===== src/rtl/rs_dec_pkg.sv =====
// Shared RS(544,514) decoder definitions: symbol width, default delay-buffer
// depth and the FIFO status bundle.
package rs_dec_pkg;

  localparam int unsigned SYM_W   = 10;
  localparam int unsigned FIFO_AW = 4;

  typedef struct packed {
    logic [FIFO_AW:0] count;
    logic             empty;
    logic             full;
    logic             almost_full;
    logic             overflow;
    logic             underflow;
  } fifo_status_t;

endpackage


===== src/rtl/sync_fifo_ram.sv =====
// Two-port symbol storage: clocked write port, combinational read port.
// Contents are never cleared; writes are suppressed while in reset.
module sync_fifo_ram
  import rs_dec_pkg::*;
#(
  parameter int unsigned ADDR_WIDTH = FIFO_AW,
  parameter int unsigned DATA_WIDTH = SYM_W
) (
  input  logic                  clk,
  input  logic                  rst_n,
  input  logic                  wr_en,
  input  logic [ADDR_WIDTH-1:0] addr_in,
  input  logic [DATA_WIDTH-1:0] data_in,
  input  logic [ADDR_WIDTH-1:0] addr_out,
  output logic [DATA_WIDTH-1:0] data_out
);

  logic [DATA_WIDTH-1:0] mem [2**ADDR_WIDTH];

  // Store the incoming word at the write address.
  always_ff @(posedge clk) begin
    if (rst_n && wr_en) begin
      mem[addr_in] <= data_in;
    end
  end

  assign data_out = mem[addr_out];

endmodule


===== src/rtl/rs_fifo_ctrl.sv =====
// Pointer / flow-control sequencer for the Chien/Forney symbol delay buffer.
// First-word-fall-through FIFO around sync_fifo_ram with valid/ready on both
// sides, occupancy count, status flags and sticky error flags.
module rs_fifo_ctrl
  import rs_dec_pkg::*;
#(
  parameter int unsigned ADDR_WIDTH   = FIFO_AW,
  parameter int unsigned DATA_WIDTH   = 16,
  parameter int unsigned AFULL_THRESH = (2**ADDR_WIDTH) - 2
) (
  input  logic                  clk_i,
  input  logic                  rst_i,
  input  logic                  flush_i,
  input  logic                  in_valid_i,
  input  logic [DATA_WIDTH-1:0] in_data_i,
  output logic                  in_ready_o,
  output logic                  out_valid_o,
  output logic [DATA_WIDTH-1:0] out_data_o,
  input  logic                  out_ready_i,
  output logic [ADDR_WIDTH:0]   count_o,
  output logic                  empty_o,
  output logic                  full_o,
  output logic                  almost_full_o,
  output logic                  overflow_o,
  output logic                  underflow_o
);

  localparam logic [ADDR_WIDTH:0] PTR_ONE    = 1;
  localparam logic [ADDR_WIDTH:0] AFULL_LVL  = AFULL_THRESH[ADDR_WIDTH:0];

  logic [ADDR_WIDTH:0] wr_ptr;
  logic [ADDR_WIDTH:0] rd_ptr;
  logic [ADDR_WIDTH:0] count_q;
  logic                overflow_q;
  logic                underflow_q;
  logic                push;
  logic                pop;
  logic                ram_wr_en;

  // Flags come from registered pointers/count only, so ready/valid never
  // depend combinationally on the handshake inputs.
  always_comb begin
    empty_o       = (wr_ptr == rd_ptr);
    full_o        = (wr_ptr[ADDR_WIDTH-1:0] == rd_ptr[ADDR_WIDTH-1:0]) &&
                    (wr_ptr[ADDR_WIDTH] != rd_ptr[ADDR_WIDTH]);
    almost_full_o = (count_q >= AFULL_LVL);
    in_ready_o    = ~full_o;
    out_valid_o   = ~empty_o;
    push          = in_valid_i & in_ready_o;
    pop           = out_ready_i & out_valid_o;
    ram_wr_en     = push & ~flush_i;
  end

  // Pointer, occupancy and sticky-error state; flush overrides any handshake.
  always_ff @(posedge clk_i or posedge rst_i) begin
    if (rst_i) begin
      wr_ptr      <= '0;
      rd_ptr      <= '0;
      count_q     <= '0;
      overflow_q  <= 1'b0;
      underflow_q <= 1'b0;
    end else if (flush_i) begin
      wr_ptr      <= '0;
      rd_ptr      <= '0;
      count_q     <= '0;
      overflow_q  <= 1'b0;
      underflow_q <= 1'b0;
    end else begin
      if (push) wr_ptr <= wr_ptr + PTR_ONE;
      if (pop)  rd_ptr <= rd_ptr + PTR_ONE;
      case ({push, pop})
        2'b10:   count_q <= count_q + PTR_ONE;
        2'b01:   count_q <= count_q - PTR_ONE;
        default: count_q <= count_q;
      endcase
      if (in_valid_i && full_o)   overflow_q  <= 1'b1;
      if (out_ready_i && empty_o) underflow_q <= 1'b1;
    end
  end

  assign count_o     = count_q;
  assign overflow_o  = overflow_q;
  assign underflow_o = underflow_q;

  sync_fifo_ram #(
    .ADDR_WIDTH (ADDR_WIDTH),
    .DATA_WIDTH (DATA_WIDTH)
  ) u_ram (
    .clk      (clk_i),
    .rst_n    (~rst_i),
    .wr_en    (ram_wr_en),
    .addr_in  (wr_ptr[ADDR_WIDTH-1:0]),
    .data_in  (in_data_i),
    .addr_out (rd_ptr[ADDR_WIDTH-1:0]),
    .data_out (out_data_o)
  );

endmodule


===== config.mk =====
export PLATFORM = sky130hd
export DESIGN_NAME = rs_fifo_ctrl
export DESIGN_NICKNAME = d
export VERILOG_FILES = /design/src/rtl/rs_dec_pkg.sv /design/src/rtl/sync_fifo_ram.sv /design/src/rtl/rs_fifo_ctrl.sv
export SDC_FILE = /design/constraint.sdc
export NUM_CORES = 1
export LEC_CHECK = 0
export ABC_AREA = 1
export CELL_PAD_IN_SITES_DETAIL_PLACEMENT = 2
export CELL_PAD_IN_SITES_GLOBAL_PLACEMENT = 2
export CORE_ASPECT_RATIO = 1.4
export CORE_MARGIN = 3
export CORE_UTILIZATION = 30
export CTS_BUF_LIST = sky130_fd_sc_hd__clkbuf_4 sky130_fd_sc_hd__clkbuf_8 sky130_fd_sc_hd__clkbuf_16
export DETAILED_ROUTE_END_ITERATION = 7
export HOLD_SLACK_MARGIN = 0.05
export PLACE_DENSITY = 0.62
export SLEW_MARGIN = 20
export SYNTH_ARGS = -nofsm -noshare
export SYNTH_HDL_FRONTEND = slang
export SYNTH_SLANG_ARGS = --single-unit

===== constraint.sdc =====
create_clock -name clk_i -period 3.27 [get_ports clk_i]
set_input_delay 0.4905 -clock clk_i [delete_from_list [all_inputs] [get_ports clk_i]]
set_output_delay 0.4905 -clock clk_i [all_outputs]
set_load 0.01 [all_outputs]

# Yosys cells after proc, flatten, opt, wreduce, memory -nomap -nowiden
# Memories as Yosys holds them, arrays and structs flattened.
# Cells that the tools add are included.
totals:
  regBits: 17
  latchBits: 0
  ramBits: 256
  romBits: 0
  input_bits: 21
  elab_cells: 44
  n_memories: 1
op_classes:
  add_sub_neg: 4
  n_mul: 0
  div: 0
  order_cmp: 1
  n_eq_ne: 5
  n_shift: 0
  mux: 12
  bitwise_logic: 7
  n_reduce_logical: 9
memory_table:
  columns: ["memory", "words", "width", "read_ports", "rd_ports_with_merged_regs", "write_ports", "line", "text"]
  rows:
  - ["u_ram.mem", 16, 16, 1, 0, 1, "sync_fifo_ram.sv:18", "logic [DATA_WIDTH-1:0] mem [2**ADDR_WIDTH];"]
op_table:
  columns: ["op", "n"]
  rows:
  - ["$mux W5", 5]
  - ["$add A5 B1 Y5 const B", 3]
  - ["$pmux W5 S2", 1]
  - ["$reduce_bool A2 Y1", 4]
  - ["$mux W1", 6]
  - ["$eq A5 B5 Y1", 1]
  - ["$ge A5 B4 Y1 const B", 1]
  - ["$sub A5 B1 Y5 const B", 1]
  - ["$eq A4 B4 Y1", 1]
  - ["$logic_and A1 B1 Y1", 4]
  - ["$not A1 Y1", 4]
  - ["$and A1 B1 Y1", 3]
  - ["$reduce_bool A3 Y1", 1]
  - ["$eq A2 B1 Y1 const B", 1]
  - ["$eq A2 B2 Y1 const B", 1]
  - ["$ne A1 B1 Y1", 1]

# Depth between registers and ports, before layout
# Gate-level depths: netlist of run 1.
depth:
  ltp_word: 8
  ltp_mapped: 20

# By module
# A second synthesis of run 1 with hierarchy kept.
unflattened:
  hier_cells: 1206
  area_unflattened_um2: 12244.2
by_module_without_submodules:
  columns: ["module", "instances", "cells_each", "area_per_inst_um2"]
  rows:
  - ["sync_fifo_ram", 1, 1061, 11070.6]
  - ["rs_fifo_ctrl", 1, 145, 1173.6]

# Worst setup path after synthesis of run 1
# OpenSTA, ideal clock, no wires.
synth_timing:
  path_type: "reg-to-reg"
  start: "register rd_ptr[4]"
  end: "memory u_ram.mem[0][0] (enable)"
  setup_time_ps: 388
  arrival_time_ps: 2160
  setup_slack_ps: 722
  stages_incl_launch_ff: 8
  n_path_buf: 0
  synth_period_minus_slack_ps: 2548
  cell_sequence: "dfrtp_1 > xnor2_1 > inv_1 > nand3_4 > nand2_8 > nor3_1 > nand2_1 > nor2_1"
synth_between:
  elab_chain_cells: 8
synth_rtl:
  columns: ["element", "line", "text"]
  rows:
  - ["start, declared", "rs_fifo_ctrl.sv:32", "logic [ADDR_WIDTH:0] rd_ptr;"]
  - ["start signal, assigned", "rs_fifo_ctrl.sv:70", "if (pop) rd_ptr <= rd_ptr + PTR_ONE;"]
  - ["$ne A1 B1 Y1", "rs_fifo_ctrl.sv:45", "(wr_ptr[ADDR_WIDTH] != rd_ptr[ADDR_WIDTH]);"]
  - ["$logic_and A1 B1 Y1", "rs_fifo_ctrl.sv:44", "full_o = (wr_ptr[ADDR_WIDTH-1:0] == rd_ptr[ADDR_WIDTH-1:0]) &&"]
  - ["$not A1 Y1", "rs_fifo_ctrl.sv:47", "in_ready_o = ~full_o;"]
  - ["via in_ready_o", "rs_fifo_ctrl.sv:16", "output logic in_ready_o,"]
  - ["$and A1 B1 Y1", "rs_fifo_ctrl.sv:49", "push = in_valid_i & in_ready_o;"]
  - ["$and A1 B1 Y1", "rs_fifo_ctrl.sv:51", "ram_wr_en = push & ~flush_i;"]
  - ["$logic_and A1 B1 Y1", "sync_fifo_ram.sv:22", "if (rst_n && wr_en) begin"]
  - ["$mux W1", "sync_fifo_ram.sv:22", null]
  - ["$mux W1 (implied by the code)", "sync_fifo_ram.sv:23", "mem[addr_in] <= data_in;"]
  - ["end, declared", "sync_fifo_ram.sv:18", null]
# The timed path passes the listed nets, and every way through them passes these cells.

# Final worst setup path of run 1
layout_timing:
  start: "register rd_ptr[0]"
  end: "output port out_data_o[13]"
layout_between:
  elab_chain_cells: 1
layout_rtl:
  columns: ["element", "line", "text"]
  rows:
  - ["$mem_v2 Z16 W16", null, null]
  - ["end, declared", "rs_fifo_ctrl.sv:18", "output logic [DATA_WIDTH-1:0] out_data_o,"]
# Every way passes these cells.

==> results.toml, run 1 <==
[synthesis]
ys_seq_elements = 273
netlist-cell-type-count = 31
synth_top_family_by_area = "compound AO/OA/AOI/OAI gates"
async_flop_share_pct = 6.227
synth_compound_area_share_pct = 11.47
yosys.area.top_type_share_pct = 69.64
synthCells = 871
yosys.area_share.simple_pct = 11.30
synth_edf_count = 256
yosysSeqAreaShare_pct = 73.49
yosysMostFrequentCell = "edfxtp_1"
synth_xor_area_share_pct = 0.1587
synth_common_cells = "edfxtp_1, nor2_1, o21ai_0"
synth_warnings = 0
avgSynthCellArea_sq_um = 12.67
synthTopCellsByArea = "edfxtp_1, o21ai_0, nor2_1"
ys.flop_type = "edfxtp_1"
synth_mux_area_share_pct = 0
synth_area_leader_cell = "edfxtp_1"
synth.net_count = 899
synth_area_sq_mm = 0.01104
synthAdderAreaFrac_pct = 0.7934

[sta]
fin_crit_ns = 3.179
worst_hold_slack_ns = 0.4636
timing.final.crit_share_pct = 97.20
fmax_mhz = 314.6
finalHoldViolations = 0
rsz0062_at_grt = "yes"
worst_pin_slew_ns = 0.8047
slew_viol_final = 0
skew_ns = 0.009807
fin_tns_setup_ns = 0
relSlewSlack_pct = 46.18
setup_violations = 0
setup_slack_ns = 0.09142

[detailed_routing]
post_drt_via_cell_ratio = 5.249
drt_wl_total_mm = 35.26
antenna_left = 0
route.detailed.drc = 0
drtIter0Drc = 435
detail_route.first_pass.iterations = 4
via_count = 7443
wl_per_cell_um = 24.87

[grt]
track_usage_pct = 17.81
grt_pass1_vias = 8320
antenna_found_initial = 0
grt_max_degree = 67
grt_pass1_wl_mm = 52.61
grt-ovfl-total = 0

[cells_and_area]
drive_gt1_share_pct = 12.66
seq_area_sq_mm = 0.008118
diodes = 0
nets = 966
fillers = 3669
multi_input_area_sq_mm = 0.002669
area_growth_pct = 21.36

[clocking]
cts_tree = "built"
cts_buffer_depth = 3
numCtsBuffers = 29
insertion_delay_ns = 0.55
cts_hold_buf = 0
h-tree-depth = 1
cts_sinks = 273
clk_pin_slew_worst_paths_ns = 0.06
cts_setup_buffers = 0
root_buffer = "clkbuf_16"

[place]
place_ws_ns = 0.2564
gp_congestion = 0.7475
port_buffers = 48
dp_hpwl_mm = 20.58

[critical_path]
crit_path_cell_trace = "inv_12 > bufbuf_16 > nor2_1 > o22ai_1 > nand2_1 > nand3_1 > clkdlybuf4s50_1"
slowest_delay_ns = 0.58
cp.arrival_ns = 2.69
cp-end-kind = "primary output"
slowest_stage = "dfrtp_4"
critPathMaxFanout = 26
critPathBufInv = 3
rrSetupSlack_ns = 0.46
critical-path-top-delay-family = "buffers and inverters"
crit_required_ns = 2.78
r2r-start = "rd_ptr[0]$_DFFE_PP0P_"
startpoint = "rd_ptr[0]$_DFFE_PP0P_"
startpoint_type = "register"
path_class = "reg -> out"

[power_and_ir_drop]
power_density_mw_per_mm2 = 628.6
intPower_uw = 6238
switching_share_pct = 25.93
cellLeakagePower_uw = 0.004534
power_frac_seq_pct = 46.2
p_sw_uw = 2183
vdd_drop_max_uv = 331.6
pwr-share-clk_pct = 38.1
p_comb_share_pct = 15.7

[die]
initial_core_util_pct = 30.65
die_area_sq_mm = 0.03917
coreArea_sq_mm = 0.03601
die_w_um = 168.1
row_count = 82
ios = 49
die_h_um = 233.0

[job]
maxCapViolCount = 0

[outcome]
status = "finished, final reports clean"

[hold_path]
hp-class = "in -> async"
## per-stage QoR
step	utilization (%)	cells	power [uW]	cell area, sq um
6_report	37.20	1418	8421	13400
5_1_grt	37.20	1418	8772	13400
4_1_cts	36.97	1416	8491	13310
3_5_place_dp	34.09	1364	5176	12280
3_3_place_gp	34.09	1364	5138	12280
2_1_floorplan	-	871	4605	11040
## per-layer routing
layer | track usage (%) | wire length (um) | vias to the layer above
li1 | - | - | 3328
met1 | 21.49 | 14470 | 3963
met2 | 34.16 | 19350 | 120
met3 | 1.632 | 947 | 32
met4 | 4.016 | 495 | 0
met5 | 0 | 0 | -
## sequential cells by signal, indices dropped and copies added, names as in the netlist
name	cells
count_o	5
overflow_o	1
rd_ptr	5
u_ram.mem	256
underflow_o	1
wr_ptr	5
## worst paths after layout
path	cells after the start	endpoint
max in group asynchronous	2	rd_ptr[0]$_DFFE_PP0P_
min	2	overflow_o$_DFFE_PP0P_
min reg2reg	2	underflow_o$_DFFE_PP0P_
min in group clk_i	2	underflow_o$_DFFE_PP0P_
max reg2reg	10	u_ram.mem[6][4]$_DFFE_PP_
max	7	out_data_o[13]
## final cells by class
cell class | instances | area share, %
Inverter | 30 | 0.9712
Clock buffer | 34 | 5.697
Timing Repair Buffer | 86 | 7.396
Clock inverter | 15 | 1.111
Multi-Input combinational cell | 518 | 19.92
Sequential cell | 273 | 60.59
Tap cell | 462 | 4.315
## repair_timing
item,CTS,global route
resized for setup,5,9
endpoints found under the setup margin,10,15
gates cloned,3,2
pin swaps,1,2
## placed cells by master (no fill, tap or decap), types with 3 or more instances in the layout
cell	instances
nand3_1	33
bufbuf_16	3
edfxtp_1	256
inv_2	4
nand2_2	4
o22ai_1	39
dlymetal6s2s_1	4
bufinv_16	3
inv_1	23
nor2_4	3
o21ai_0	138
clkinvlp_4	3
clkbuf_16	31
nand2_1	78
clkinv_1	7
o21ai_1	3
clkbuf_4	5
ha_1	7
nor2_1	139
o211ai_1	7
o221ai_1	25
a21oi_1	6
nor3_1	6
clkdlybuf4s50_1	44
dfrtp_1	15
buf_12	3
buf_16	3
nor2_2	17
buf_4	25
## power by group through the flow
stage,registers (uW),logic [uW],clock network [uW]
floorplan,3950,653,0
global placement,3960,1180,0
detailed placement,3960,1220,0
CTS,3890,1310,3290
global route,3900,1460,3420
finish,3890,1320,3210
## cells by family (layout without fill, tap and decap cells)
group,Yosys count,after routing
AO/OA/AOI/OAI,220,220
XOR/XNOR,2,2
adder cells (fa/ha/maj),7,7
buffers and inverters,80,165
flip-flops,273,273
AND/OR/NAND/NOR,289,289
Power figures use the tool's default switching activity.
==> inputs of run 2 (changes only) <==
Settings changed: SKIP_CTS_REPAIR_TIMING set to 1.
Clock period 3.27 ns to 3.97 ns, I/O delays scaled along.
==> run 2 against run 1 <==
Setup slack improved by 0.25 ns; clock-buffer cell count rose by 5; cell count fell by 0.21%; largest power group unchanged.
==> results.toml, run 2 (same netlist as run 1, synthesis figures left out) <==
[critical_path]
cp-end-kind = "primary output"
cp.arrival_ns = 3.04
slowest_stage = "clkdlybuf4s50_1"
cpMostUsedCell = "nand3_1"
path_class = "reg -> out"
slowest_delay_ns = 0.54
crit_required_ns = 3.37
critPathMaxFanout = 61
crit_path_cell_trace = "inv_4 > buf_12 > buf_4 > o21ai_0 > o221ai_1 > nand3_1 > nand3_1 > clkdlybuf4s50_1"
startpoint_type = "register"

[die]
row_count = 82
die_w_um = 168.1
initial_core_util_pct = 30.65
die_area_sq_mm = 0.03917
coreArea_sq_mm = 0.03601
die_h_um = 233.0
ios = 49

[grt]
track_usage_pct = 16.97
grt_pass1_vias = 8178
grt-ovfl-total = 0
grt_pass1_wl_mm = 50.62
antenna_found_initial = 0
grt_max_degree = 132

[place]
placed_cell_area_sq_mm = 0.01228
port_buffers = 48
dp_hpwl_mm = 19.62
gp_congestion = 0.7367
place_ws_ns = 0.7019

[power_and_ir_drop]
power_density_mw_per_mm2 = 507.3
cellLeakagePower_uw = 0.004392
vdd_drop_max_uv = 279.0

[clocking]
clk_pin_slew_worst_paths_ns = 0.06
h-tree-depth = 1
numCtsBuffers = 28
cts_tree = "built"
insertion_delay_ns = 0.54
cts_sinks = 273
root_buffer = "clkbuf_16"
cts_buffer_depth = 3

[detailed_routing]
drtIter0Drc = 396
drt_wl_total_mm = 32.94
wl_per_cell_um = 23.28
post_drt_via_cell_ratio = 5.148
route.detailed.drc = 0
detail_route.first_pass.iterations = 4
via_count = 7284
antenna_left = 0

[cells_and_area]
stdcell_area_sq_mm = 0.01313
largest_register_ffs = 256
area_growth_pct = 18.96
drive_gt1_share_pct = 12.49
multi_input_area_sq_mm = 0.002659
seq_area_sq_mm = 0.008118
diodes = 0
final_common_cell = "edfxtp_1"
fillers = 3706
fin_util_pct = 36.47
largest-register = "u_ram.mem"
nets = 965
final_cell_mix = "edfxtp_1, nor2_1, o21ai_0"

[sta]
fmax_mhz = 275.3
finalHoldViolations = 0
setup_violations = 0
worst_pin_slew_ns = 0.8305
fin_tns_setup_ns = 0
timing.final.crit_share_pct = 91.50
slew_viol_final = 0
skew_ns = 0.01265
setup_slack_ns = 0.3376
rsz0062_at_grt = "no"
fin_crit_ns = 3.632
relSlewSlack_pct = 44.63

[hold_path]
hp-class = "reg -> reg"

[job]
maxCapViolCount = 0

[outcome]
status = "finished, final reports clean"
[run 2: changes by cell type in the layout (fill, tap and decap cells not counted), moves of 2 or more]
| cell | delta |
|---|---|
| clkinv_1 | -2 |
| dlymetal6s2s_1 | -4 |
| buf_4 | +10 |
| bufbuf_16 | -3 |
| clkdlybuf4s50_1 | +4 |
| clkinvlp_4 | -3 |
| bufinv_16 | -2 |
| buf_16 | -3 |
| buf_6 | -2 |
| clkbuf_4 | +5 |
| clkbuf_16 | -2 |
[run 2: path summary, 6_finish.rpt]
path	startpoint	to	slack (ns)	depth (start not counted)
min	overflow_o$_DFFE_PP0P_	overflow_o$_DFFE_PP0P_	0.51	2
min reg2reg	overflow_o$_DFFE_PP0P_	overflow_o$_DFFE_PP0P_	0.51	2
max reg2reg	rd_ptr[1]$_DFFE_PP0P_	u_ram.mem[4][6]$_DFFE_PP_	0.84	10
max in group asynchronous	rst_i	rd_ptr[0]$_DFFE_PP0P_	2.89	2
max	rd_ptr[0]$_DFFE_PP0P_	out_data_o[7]	0.34	8
min in group asynchronous	rst_i	underflow_o$_DFFE_PP0P_	0.53	2
[run 2: layout make-up]
type / instances / area share (%)
clock buffer: 39 / 6.098
clock inverter: 7 / 0.4097
inverter: 30 / 0.9146
multi-input combinational: 518 / 20.25
sequential: 273 / 61.81
tap: 462 / 4.402
timing repair buffer: 86 / 6.117
[run 2: per-stage QoR]
step,power [uW],hold slack [ns],cells
2_1_floorplan,3793,0.5216,871
3_5_place_dp,4242,0.4958,1369
5_1_grt,6961,0.5436,1415
3_3_place_gp,4216,0.4901,1369
4_1_cts,6764,0.5167,1415
6_report,6662,0.5054,1415
[run 2: metal layers]
layer	up-vias	track usage (%)	routed length, um
met3	48	2.107	1128
met1	3792	21.62	14130
met2	128	29.81	16600
li1	3316	-	-
met5	-	0	0
met4	0	5.858	1077
[run 2: critical path, delay by kind of cell, from the launching register on]
| family | cells | cell delay [ns] |
|---|---|---|
| and+or+nand+nor | 2 | 0.22 |
| buffers and inverters | 4 | 1.45 |
| DFF | 1 | 0.50 |
| AOI/OAI and AO/OA | 2 | 0.29 |
[run 2: power by group]
| group | internal (uW) | switching, uW |
|---|---|---|
| sequential | 3170 | 23.4 |
| clock | 1450 | 1050 |
| combinational | 336 | 624 |
| total | 4970 | 1700 |
==> inputs of run 3 (changes only) <==
Settings changed: CTS_BUF_LIST sky130_fd_sc_hd__clkbuf_4 sky130_fd_sc_hd__clkbuf_8 sky130_fd_sc_hd__clkbuf_16 to unset, HOLD_SLACK_MARGIN 0.05 to unset, SLEW_MARGIN 20 to unset.
==> run 3 against run 2 <==
Hold slack about the same; maximum frequency about the same; cell count unchanged; largest cell class unchanged.
==> results.toml, run 3 (same netlist as run 1, synthesis figures left out) <==
[clocking]
cts_buffer_depth = 3
cts_sinks = 273
root_buffer = "clkbuf_16"
insertion_delay_ns = 0.54
h-tree-depth = 1
numCtsBuffers = 28
cts_tree = "built"
clk_pin_slew_worst_paths_ns = 0.06

[power_and_ir_drop]
power_uw = 6602
power_density_mw_per_mm2 = 504.2
power_frac_seq_pct = 48.4
cellLeakagePower_uw = 0.004358
vdd_drop_max_uv = 280.7
pwr-share-clk_pct = 37.0
switching_share_pct = 25.82
intPower_uw = 4897
p_comb_share_pct = 14.5
p_sw_uw = 1705

[critical_path]
path_class = "reg -> out"
crit_required_ns = 3.37
cp-end-kind = "primary output"
ff2ff_path_depth = 10
reg2reg_to = "u_ram.mem[4][4]$_DFFE_PP_"
startpoint_type = "register"
cp.arrival_ns = 3.04
r2r-start = "rd_ptr[1]$_DFFE_PP0P_"
cpMostUsedCell = "nand3_1"
slowest_stage = "clkdlybuf4s50_1"
rrSetupSlack_ns = 0.82
critPathMaxFanout = 61
slowest_delay_ns = 0.54
crit_path_end = "out_data_o[7]"
crit_path_cell_trace = "inv_4 > buf_12 > buf_4 > o21ai_0 > o221ai_1 > nand3_1 > nand3_1 > clkdlybuf4s50_1"
startpoint = "rd_ptr[0]$_DFFE_PP0P_"

[cells_and_area]
largest_register_ffs = 256
nets = 965
final_cell_mix = "edfxtp_1, nor2_1, o21ai_0"
drive_gt1_share_pct = 11.44
fillers = 3716
seq_area_sq_mm = 0.008118
final_common_cell = "edfxtp_1"
diodes = 0
multi_input_area_sq_mm = 0.002659
area_growth_pct = 18.62
largest-register = "u_ram.mem"
stdcell_area_sq_mm = 0.01310

[sta]
worst_pin_slew_ns = 0.8219
fin_tns_setup_ns = 0
rsz0062_at_grt = "no"
relSlewSlack_pct = 45.21
fmax_mhz = 275.1
setup_violations = 0
finalHoldViolations = 0
skew_ns = 0.01223
fin_crit_ns = 3.635
timing.final.crit_share_pct = 91.56
slew_viol_final = 0

[grt]
grt_pass1_wl_mm = 50.50
grt-ovfl-total = 0
antenna_found_initial = 0
grt_pass1_vias = 8187
track_usage_pct = 16.94
grt_max_degree = 132

[die]
ios = 49
die_h_um = 233.0
coreArea_sq_mm = 0.03601
initial_core_util_pct = 30.65
die_area_sq_mm = 0.03917
row_count = 82
die_w_um = 168.1

[place]
dp_hpwl_mm = 19.62
port_buffers = 48
placed_cell_area_sq_mm = 0.01228
gp_congestion = 0.7367

[job]
maxCapViolCount = 0

[detailed_routing]
detail_route.first_pass.iterations = 4
wl_per_cell_um = 23.35
drtIter0Drc = 402
drt_wl_total_mm = 33.05
route.detailed.drc = 0
antenna_left = 0
post_drt_via_cell_ratio = 5.148
via_count = 7284

[hold_path]
hp-class = "reg -> reg"

[outcome]
status = "finished, final reports clean"
run 3: cell counts in the layout (fill, tap and decap cells not counted):
No cell type changed its count.
run 3: worst max-delay path, delay by kind of cell (launching register included):
family / cells / cell delay, ns
and+or+nand+nor: 2 / 0.22
AOI/OAI and AO/OA: 2 / 0.29
buffers and inverters: 4 / 1.45
DFF: 1 / 0.50
run 3: final cells by class:
| cell class | instances | share of cell area (%) |
|---|---|---|
| Sequential cell | 273 | 61.99 |
| Multi-Input combinational cell | 518 | 20.30 |
| Timing Repair Buffer | 86 | 6.134 |
| Clock buffer | 39 | 5.828 |
| Tap cell | 462 | 4.414 |
| Inverter | 30 | 0.9173 |
| Clock inverter | 7 | 0.4109 |
run 3: worst min-delay path by stage:
stage                            start                 endpoint  cells past startpoint
2_1_floorplan                    rst_i   count_o[0]$_DFFE_PP0P_                      1
3_3_place_gp    overflow_o$_DFFE_PP0P_   overflow_o$_DFFE_PP0P_                      2
3_5_place_dp   underflow_o$_DFFE_PP0P_  underflow_o$_DFFE_PP0P_                      2
4_1_cts         overflow_o$_DFFE_PP0P_   overflow_o$_DFFE_PP0P_                      2
5_1_grt         overflow_o$_DFFE_PP0P_   overflow_o$_DFFE_PP0P_                      2
6_report        overflow_o$_DFFE_PP0P_   overflow_o$_DFFE_PP0P_                      2
run 3: through the flow:
step	cells	util [%]	setup slack, ns	hold WS (ns)
2_1_floorplan	871	-	1.422	0.5216
3_3_place_gp	1369	34.09	0.8861	0.4901
3_5_place_dp	1369	34.09	0.7019	0.4958
4_1_cts	1415	36.36	0.2345	0.5166
5_1_grt	1415	36.36	0.09715	0.5438
6_report	1415	36.36	0.3350	0.5051
run 3: routing by layer:
layer  part of all wire, %  vias to the layer above  wire [um]  GRT usage, %
met3                   3.2                       50       1045         2.090
met5                     0                        -          0             0
li1                      -                     3317          -             -
met4                   3.7                        0       1221         6.421
met1                    43                     3797      14160         21.56
met2                    50                      120      16610         29.53
run 3: power by group through the flow:
stage          Sequential [uW]  Clock, uW  Combinational, uW
2_1_floorplan             3250          0                538
3_3_place_gp              3260          0                959
3_5_place_dp              3260          0                983
4_1_cts                   3200       2510                990
5_1_grt                   3200       2610               1080
6_report                  3200       2450                959
